`config.mk`:
```
export PLATFORM = sky130hd
export DESIGN_NAME = seq_divider_32by16
export DESIGN_NICKNAME = d
export VERILOG_FILES = /design/src/rtl/div_pkg.sv /design/src/rtl/div_step.sv /design/src/rtl/seq_divider_32by16.sv
export SDC_FILE = /design/constraint.sdc
export NUM_CORES = 1
export LEC_CHECK = 0
export ABC_AREA = 1
export ABC_CLOCK_PERIOD_IN_PS = 1950
export CORE_MARGIN = 1.5
export CORE_UTILIZATION = 48
export CTS_CLUSTER_SIZE = 20
export DETAILED_ROUTE_END_ITERATION = 8
export HOLD_SLACK_MARGIN = 0.15
export PLACE_DENSITY = 0.8
export SETUP_SLACK_MARGIN = 0.3
export SYNTH_ARGS = -nofsm -noshare
export SYNTH_HDL_FRONTEND = slang
export SYNTH_SLANG_ARGS = --single-unit
export TNS_END_PERCENT = 1
```
`constraint.sdc`:
```
create_clock -name clk -period 1.95 [get_ports clk]
set_clock_uncertainty 0.05 [all_clocks]
set_input_delay 0.39 -clock clk [delete_from_list [all_inputs] [get_ports clk]]
set_output_delay 0.39 -clock clk [all_outputs]
set_load 0.01 [all_outputs]
```
`src/rtl/div_pkg.sv`:
```
// Shared widths, FSM state type and constants for the 32/16 divider.
// Imported by div_step and seq_divider_32by16.
package div_pkg;

   localparam int DIVIDEND_W = 32;
   localparam int DIVISOR_W  = 16;
   localparam int CNT_W      = 5;

   localparam logic [DIVIDEND_W-1:0] DIV_ZERO_Q = 32'hFFFF_FFFF;

   typedef enum logic [1:0] {
      IDLE,
      RUN,
      DONE
   } div_state_t;

endpackage

```
`src/rtl/div_step.sv`:
```
// One restoring-division step: compare the 17-bit trial value with the
// divisor and subtract when it fits, yielding the next quotient bit.
module div_step
   import div_pkg::*;
(
   input  logic [DIVISOR_W:0]   i_t,
   input  logic [DIVISOR_W-1:0] i_d,
   output logic [DIVISOR_W:0]   o_r,
   output logic                 o_qbit
);

   logic [DIVISOR_W:0] w_d_ext;
   logic [DIVISOR_W:0] w_diff;

   assign w_d_ext = {1'b0, i_d};
   assign w_diff  = i_t - w_d_ext;

   // keep the difference only when the divisor fits into the trial value
   always_comb begin
      o_qbit = 1'b0;
      o_r    = i_t;
      if (i_t >= w_d_ext) begin
         o_qbit = 1'b1;
         o_r    = w_diff;
      end
   end

endmodule

```
`src/rtl/seq_divider_32by16.sv`:
```
// Sequential unsigned restoring divider, 32-bit by 16-bit, 1 bit/clock.
// Option: DIV_ZERO_EARLY_EN finishes a zero-divisor request immediately.
module seq_divider_32by16
   import div_pkg::*;
(
   input  logic                  clk,
   input  logic                  rst_n,
   input  logic                  start,
   input  logic [DIVIDEND_W-1:0] dividend,
   input  logic [DIVISOR_W-1:0]  divisor,
   output logic                  busy,
   output logic                  done,
   output logic [DIVIDEND_W-1:0] quotient,
   output logic [DIVISOR_W-1:0]  remainder,
   output logic                  div_by_zero
);

   div_state_t r_state;
   div_state_t w_state_next;

   logic [DIVIDEND_W-1:0] r_q;
   logic [DIVISOR_W:0]    r_r;
   logic [DIVISOR_W-1:0]  r_d;
   logic [CNT_W-1:0]      r_cnt;
   logic [DIVIDEND_W-1:0] r_quot;
   logic [DIVISOR_W-1:0]  r_rem;

   logic [DIVISOR_W:0]    w_t;
   logic [DIVISOR_W:0]    w_r_next;
   logic                  w_qbit;
   logic [DIVIDEND_W-1:0] w_q_next;
   logic                  w_accept;
   logic                  w_last;
   logic                  w_early_zero;
   logic                  w_unused;

   // the partial remainder never exceeds the divisor, so its top bit
   // only exists to hold the trial value during the compare
   assign w_unused = r_r[DIVISOR_W];

   assign w_t      = {r_r[DIVISOR_W-1:0], r_q[DIVIDEND_W-1]};
   assign w_q_next = {r_q[DIVIDEND_W-2:0], w_qbit};
   assign w_accept = (r_state == IDLE) && start;
   assign w_last   = (r_cnt == {CNT_W{1'b1}});

`ifdef DIV_ZERO_EARLY_EN
   assign w_early_zero = (divisor == '0);
`else
   assign w_early_zero = 1'b0;
`endif

   div_step u_step (
      .i_t    (w_t),
      .i_d    (r_d),
      .o_r    (w_r_next),
      .o_qbit (w_qbit)
   );

   // state register
   always_ff @(posedge clk or negedge rst_n) begin
      if (!rst_n) begin
         r_state <= IDLE;
      end else begin
         r_state <= w_state_next;
      end
   end

   // next-state logic: IDLE -> RUN -> DONE -> IDLE
   always_comb begin
      w_state_next = r_state;
      unique case (r_state)
         IDLE: begin
            if (start) begin
               w_state_next = w_early_zero ? DONE : RUN;
            end
         end
         RUN: begin
            if (w_last) begin
               w_state_next = DONE;
            end
         end
         DONE: begin
            w_state_next = IDLE;
         end
         default: begin
            w_state_next = IDLE;
         end
      endcase
   end

   // operand latch, shift registers, counter and result registers
   always_ff @(posedge clk or negedge rst_n) begin
      if (!rst_n) begin
         r_q    <= '0;
         r_r    <= '0;
         r_d    <= '0;
         r_cnt  <= '0;
         r_quot <= '0;
         r_rem  <= '0;
      end else if (w_accept) begin
         r_d   <= divisor;
         r_q   <= dividend;
         r_r   <= '0;
         r_cnt <= '0;
         if (w_early_zero) begin
            r_quot <= DIV_ZERO_Q;
            r_rem  <= dividend[DIVISOR_W-1:0];
         end
      end else if (r_state == RUN) begin
         r_q   <= w_q_next;
         r_r   <= w_r_next;
         r_cnt <= r_cnt + CNT_W'(1);
         if (w_last) begin
            r_quot <= w_q_next;
            r_rem  <= w_r_next[DIVISOR_W-1:0];
         end
      end
   end

`ifdef DIV_ZERO_EARLY_EN
   logic r_dbz;

   // zero-divisor flag follows every accepted request
   always_ff @(posedge clk or negedge rst_n) begin
      if (!rst_n) begin
         r_dbz <= 1'b0;
      end else if (w_accept) begin
         r_dbz <= w_early_zero;
      end
   end

   assign div_by_zero = r_dbz;
`else
   assign div_by_zero = 1'b0;
`endif

   assign busy      = (r_state != IDLE);
   assign done      = (r_state == DONE);
   assign quotient  = r_quot;
   assign remainder = r_rem;

endmodule

```
* Word-level counts from Yosys, hierarchy flattened
Cells that the tools add are included.
** Operators by class
- Reduce and logical (&&, ||, !) cells :: 6
- Bitwise gates (word level) :: 1
- Multiplexer cells :: 11
- Add/sub/neg operators :: 2
- Equality and inequality tests :: 5
- Order comparisons :: 1
** Operators by type and width (count)
- two-way mux 32 bit :: 2
- two-way mux 16 bit :: 3
- greater-or-equal comparator 17 x 16 -> 1 bit :: 1
- subtractor 16 bit :: 1
- two-way mux 5 bit :: 2
- adder 5 x 1 -> 5 bit, second input constant :: 1
- equality test 5 bit, second input constant :: 1
- two-way mux 2 bit :: 2
- != test 2 bit, second input constant :: 2
- case mux 2 bit (2 select lines) :: 1
- nonzero test 2 bit :: 2
- AND reduction 3 bit :: 1
- equality test 2 x 1 -> 1 bit, second input constant :: 1
- equality test 2 bit, second input constant :: 1
- zero test 2 bit :: 1
- AND reduction 2 bit :: 1
- logical AND 1 bit :: 1
- two-way mux 1 bit :: 1
- inverter 1 bit :: 1
** Word-level totals
- Output and inout bits :: 51
- Input bits :: 51
- Word-level logic and storage cells :: 33
- Register bits :: 119

* Depth between registers and ports, before layout
- Word-level depth :: 4
- Depth in mapped cells :: 16
- Depth with buffers taken out :: 15

* By module
A second synthesis with hierarchy kept.
** Unflattened totals
- Cells, all modules :: 841
- Area, all modules :: 6207.2 sq um
** By module, submodules not included
- seq_divider_32by16 :: area each 4748.3 sq um, cells each 544, sequential area each 2977.9 sq um, times used 1
- div_step :: area each 1458.9 sq um, cells each 297, sequential area each 0.0 sq um, times used 1

* Worst setup path after synthesis
No wires, ideal clock.
- Path type :: register -> register
- Start point :: register r_r[11]
- End point :: register r_rem[10] (netlist: remainder[10])
- Arrival :: 1724 ps
- Library setup time :: 118 ps
- Path slack :: 57 ps
- Cell stages (with the launch flop) :: 15
- Required time :: 1782 ps
- Period minus slack after synthesis :: 1893 ps
- Cells stage by stage :: dfrtp_1 ha_1 nand2_1 inv_2 nand2_1 nand2_1 nand2_1 nand2_1 nor2_4 nand2_8 inv_4 buf_8 nand2_2 nand3_1 nand2_1
** Between the ends
- Word-level cells in the longest chain between the ends :: 2
** RTL lines
- start, declared :: line seq_divider_32by16.sv:22 : logic [DIVISOR_W:0] r_r;
- start signal, assigned :: line seq_divider_32by16.sv:111 : r_r <= w_r_next;
- greater-or-equal comparator 17 x 16 -> 1 bit :: line div_step.sv:22 : if (i_t >= w_d_ext) begin
- two-way mux 16 bit :: line div_step.sv:22
- end signal, assigned :: line seq_divider_32by16.sv:107 : r_rem <= dividend[DIVISOR_W-1:0];
- end signal, assigned :: line seq_divider_32by16.sv:115 : r_rem <= w_r_next[DIVISOR_W-1:0];
- end, declared :: line seq_divider_32by16.sv:26 : logic [DIVISOR_W-1:0] r_rem;
No other way between the ends.
A chain may end at the register's enable or synchronous reset.

* Worst setup path after layout
- Start point :: register r_d[0]
- End point :: register r_rem[1] (netlist: remainder[1])
** Between the ends
- Word-level cells in the longest chain between the ends :: 2
- Elaborated cells between the ends (all ways) :: 3
** RTL lines
- start, declared :: line seq_divider_32by16.sv:23 : logic [DIVISOR_W-1:0] r_d;
- start signal, assigned :: line seq_divider_32by16.sv:101 : r_d <= divisor;
- subtractor 16 bit / greater-or-equal comparator 17 x 16 -> 1 bit (equally long branches) :: line div_step.sv:16, div_step.sv:22
- two-way mux 16 bit * :: line div_step.sv:22
Mark *: on every way between the ends. The rest lies on a longest branch, timed or not.

==> out/summary.txt <==
status: complete, but fails checks
failing checks: negative setup slack
Cells after DPL: 1,012
Die ar.: 0.0130 sq mm
total wire length: 17,000 um
largest net degree at the start of global routing: 75
Synth cell types: 34
Via Count: 5,623
GRT Residual Overflow: 0
final setup margin: -0.0753 ns
commonest non-fill, non-tap cell in the layout: nand2_1
layout cells sized above 1: 0.249
Hold Path Class: in -> async
FF-to-FF setup slack: -0.08 ns
Tcrit/Tclk final: 1.04
WL/cell: 16.0 um
crit path max fanout: 5
critical path data arrival time: 2.28 ns
Util after Layout: 0.729
final slew viol count: 0
# H-tree levels: 4
Lkg Pwr: 4.71 nW
CP Class: reg -> reg
clock sinks: 119
drt drc: 0
Yosys top cell by area: dfrtp_1
Synth top area share: 0.503
crit start category: register
dpl hpwl: 10,500 um
Core ar.: 0.0120 sq mm
I/O Buffers: 100
Seq/Total Area, Yosys: 0.503
clock slew at reported path FFs: 0.06 ns
worst hold slack: 0.373 ns
first-pass GRT wire length: 26,700 um
TritonCTS clock tree: yes
dominant cells by area after synthesis: dfrtp_1 50%, nand2_1 17%, inv_1 6.3%
Final setup viols: 28
worst skew pair latency: 0.42 ns
vias per cell: 5.30
synthesis-stage register bit count: 119
Initial DRC Count: 511
grt peak-use layer: met2
Routed Antenna Nets: 0
P per Cell Area: 2100 mW/mm^2
mapped cell area: 0.00593 sq mm
initial core utilization: 0.493
Yosys warning total: 0
# diodes: 0
GR met2 Demand/Resource: 0.436
Max clock buf depth: 2
CP required: 2.21 ns
fillers: 856
FMAX: 494 MHz
Die W: 114 um
Tot GR Track Use: 0.266
final std cells w/o fill: 1,060
total CTS buffers: 17
synthesized netlist cell count: 734
initial antenna violation count: 0
Area Growth Syn to Fin: 47.7%
Final min period: 2.03 ns
Post-Syn Nets: 804
die height: 114 um
RSZ-0062 raised after global routing: true
IO Count: 102
M1 GR Usage: 0.349
# Max-Cap Violations: 0
crit end category: register
dpl ws: -0.0954 ns
met3 GRT Util: 0.0471
syn_area_per_cell: 8.07 sq um
root buf cell: clkbuf_16
vias in the first global route: 5,459
routability cong.: 0.914
Max VDD drop: 1.06 mV
Tot Pwr: 18.4 mW
final hold viol count: 0
most frequent cells in the layout: 234 x nand2_1, 118 x dfrtp_1, 87 x inv_1
Cell Rows: 40
TritonRoute pass-1 iters: 7
final net count: 970
-- power breakdown --
group	leakage, nW	internal, mW	switching [mW]
Combinational	3.01	4.95	6.24
Sequential	1.43	3.59	0.603
Clock	0.265	1.79	1.19
-- critical path, stage by stage, from the launching register on --
cell and delay [ns]:
dfrtp_1 0.39, ha_2 0.40, nand2_2 0.06, nor2_1 0.13, nand3_1 0.15, nor2_4 0.13, nor2_4 0.06, nand2_8 0.13
buf_6 0.15, nand2_1 0.08, nand3_1 0.11, nand2_1 0.06
-- path summary, 6_finish.rpt --
path                                   start           end  cells after the start
worst min-delay path                   rst_n  quotient[21]                      2
worst min register to register  remainder[1]  remainder[1]                      2
min in group clk                remainder[1]  remainder[1]                      2
worst max register to register        r_d[0]  remainder[1]                     11
max in group asynchronous              rst_n        r_r[9]                      3
worst max-delay path                  r_d[0]  remainder[1]                     11
-- flip-flops by register name (all words and copies together) (netlist names) --
name       count
r_cnt          5
r_q           32
r_d           16
r_r           16
r_state        2
quotient      32
remainder     16
-- Yosys cell counts --
cell type,instances
nand2_1,263
dfrtp_1,119
inv_1,100
o21ai_0,51
nand3_1,43
o221ai_1,30
ha_1,18
nor2_1,17
clkbuf_1,15
inv_2,10
nand2_2,10
a21oi_1,9
buf_2,9
xor2_1,6
nand4_1,4
buf_1,3
nand3_2,3
nor2_2,3
nor3_1,3
a22o_1,2
buf_4,2
o21ai_1,2
a22oi_1,1
buf_8,1
clkinv_1,1
conb_1,1
fa_1,1
inv_4,1
nand2_4,1
nand2_8,1
nor2_4,1
o211ai_1,1
or2_0,1
xnor2_1,1
-- repair_timing --
| action | 4_1_cts | 5_1_grt |
|---|---|---|
| endpoints found under the hold margin | 23 | 0 |
| gates resized for setup | 59 | 86 |
| gates cloned | 2 | 0 |
| setup buffers | 11 | 2 |
| endpoints found under the setup margin | 115 | 116 |
| hold buffers | 1 | 0 |
| pin swaps | 25 | 15 |
-- layer usage --
metal	vias up	wire, um
li1	2666	-
met1	2700	7250
met2	205	8320
met3	52	876
met4	0	525
met5	-	0
-- area by class of cell --
class / instances / area [sq um] / share of cell area
clock buffer: 18 / 439 / 0.0502
clock inverter: 14 / 126 / 0.0144
inverter: 112 / 435 / 0.0497
multi-input combinational: 474 / 2800 / 0.320
sequential: 119 / 2980 / 0.340
tap: 147 / 184 / 0.0210
timing repair buffer: 175 / 1780 / 0.203
timing repair inverter: 1 / 8.76 / 0.00100
-- kinds of logic (layout without fill, tap and decap cells) --
| group | after synthesis | count (layout) | share of synthesized area |
|---|---|---|---|
| AO/OA/AOI/OAI | 96 | 96 | 0.102 |
| flip-flops | 119 | 119 | 0.503 |
| other | 1 | 1 | 0.000633 |
| XOR/XNOR | 7 | 7 | 0.0103 |
| buffers and inverters | 142 | 320 | 0.0954 |
| adder cells (fa/ha/maj) | 19 | 19 | 0.0414 |
| AND/OR/NAND/NOR | 350 | 351 | 0.247 |
-- through the flow --
step,instance area [sq um],setup TNS [ns]
after floorplan,6000,0
after global placement,7570,-0.346
after detailed placement,7570,-1.14
after CTS,8490,0
after global routing,8750,-3.00
final,8750,-0.847
No activity file was read; power rests on OpenSTA's default activity.
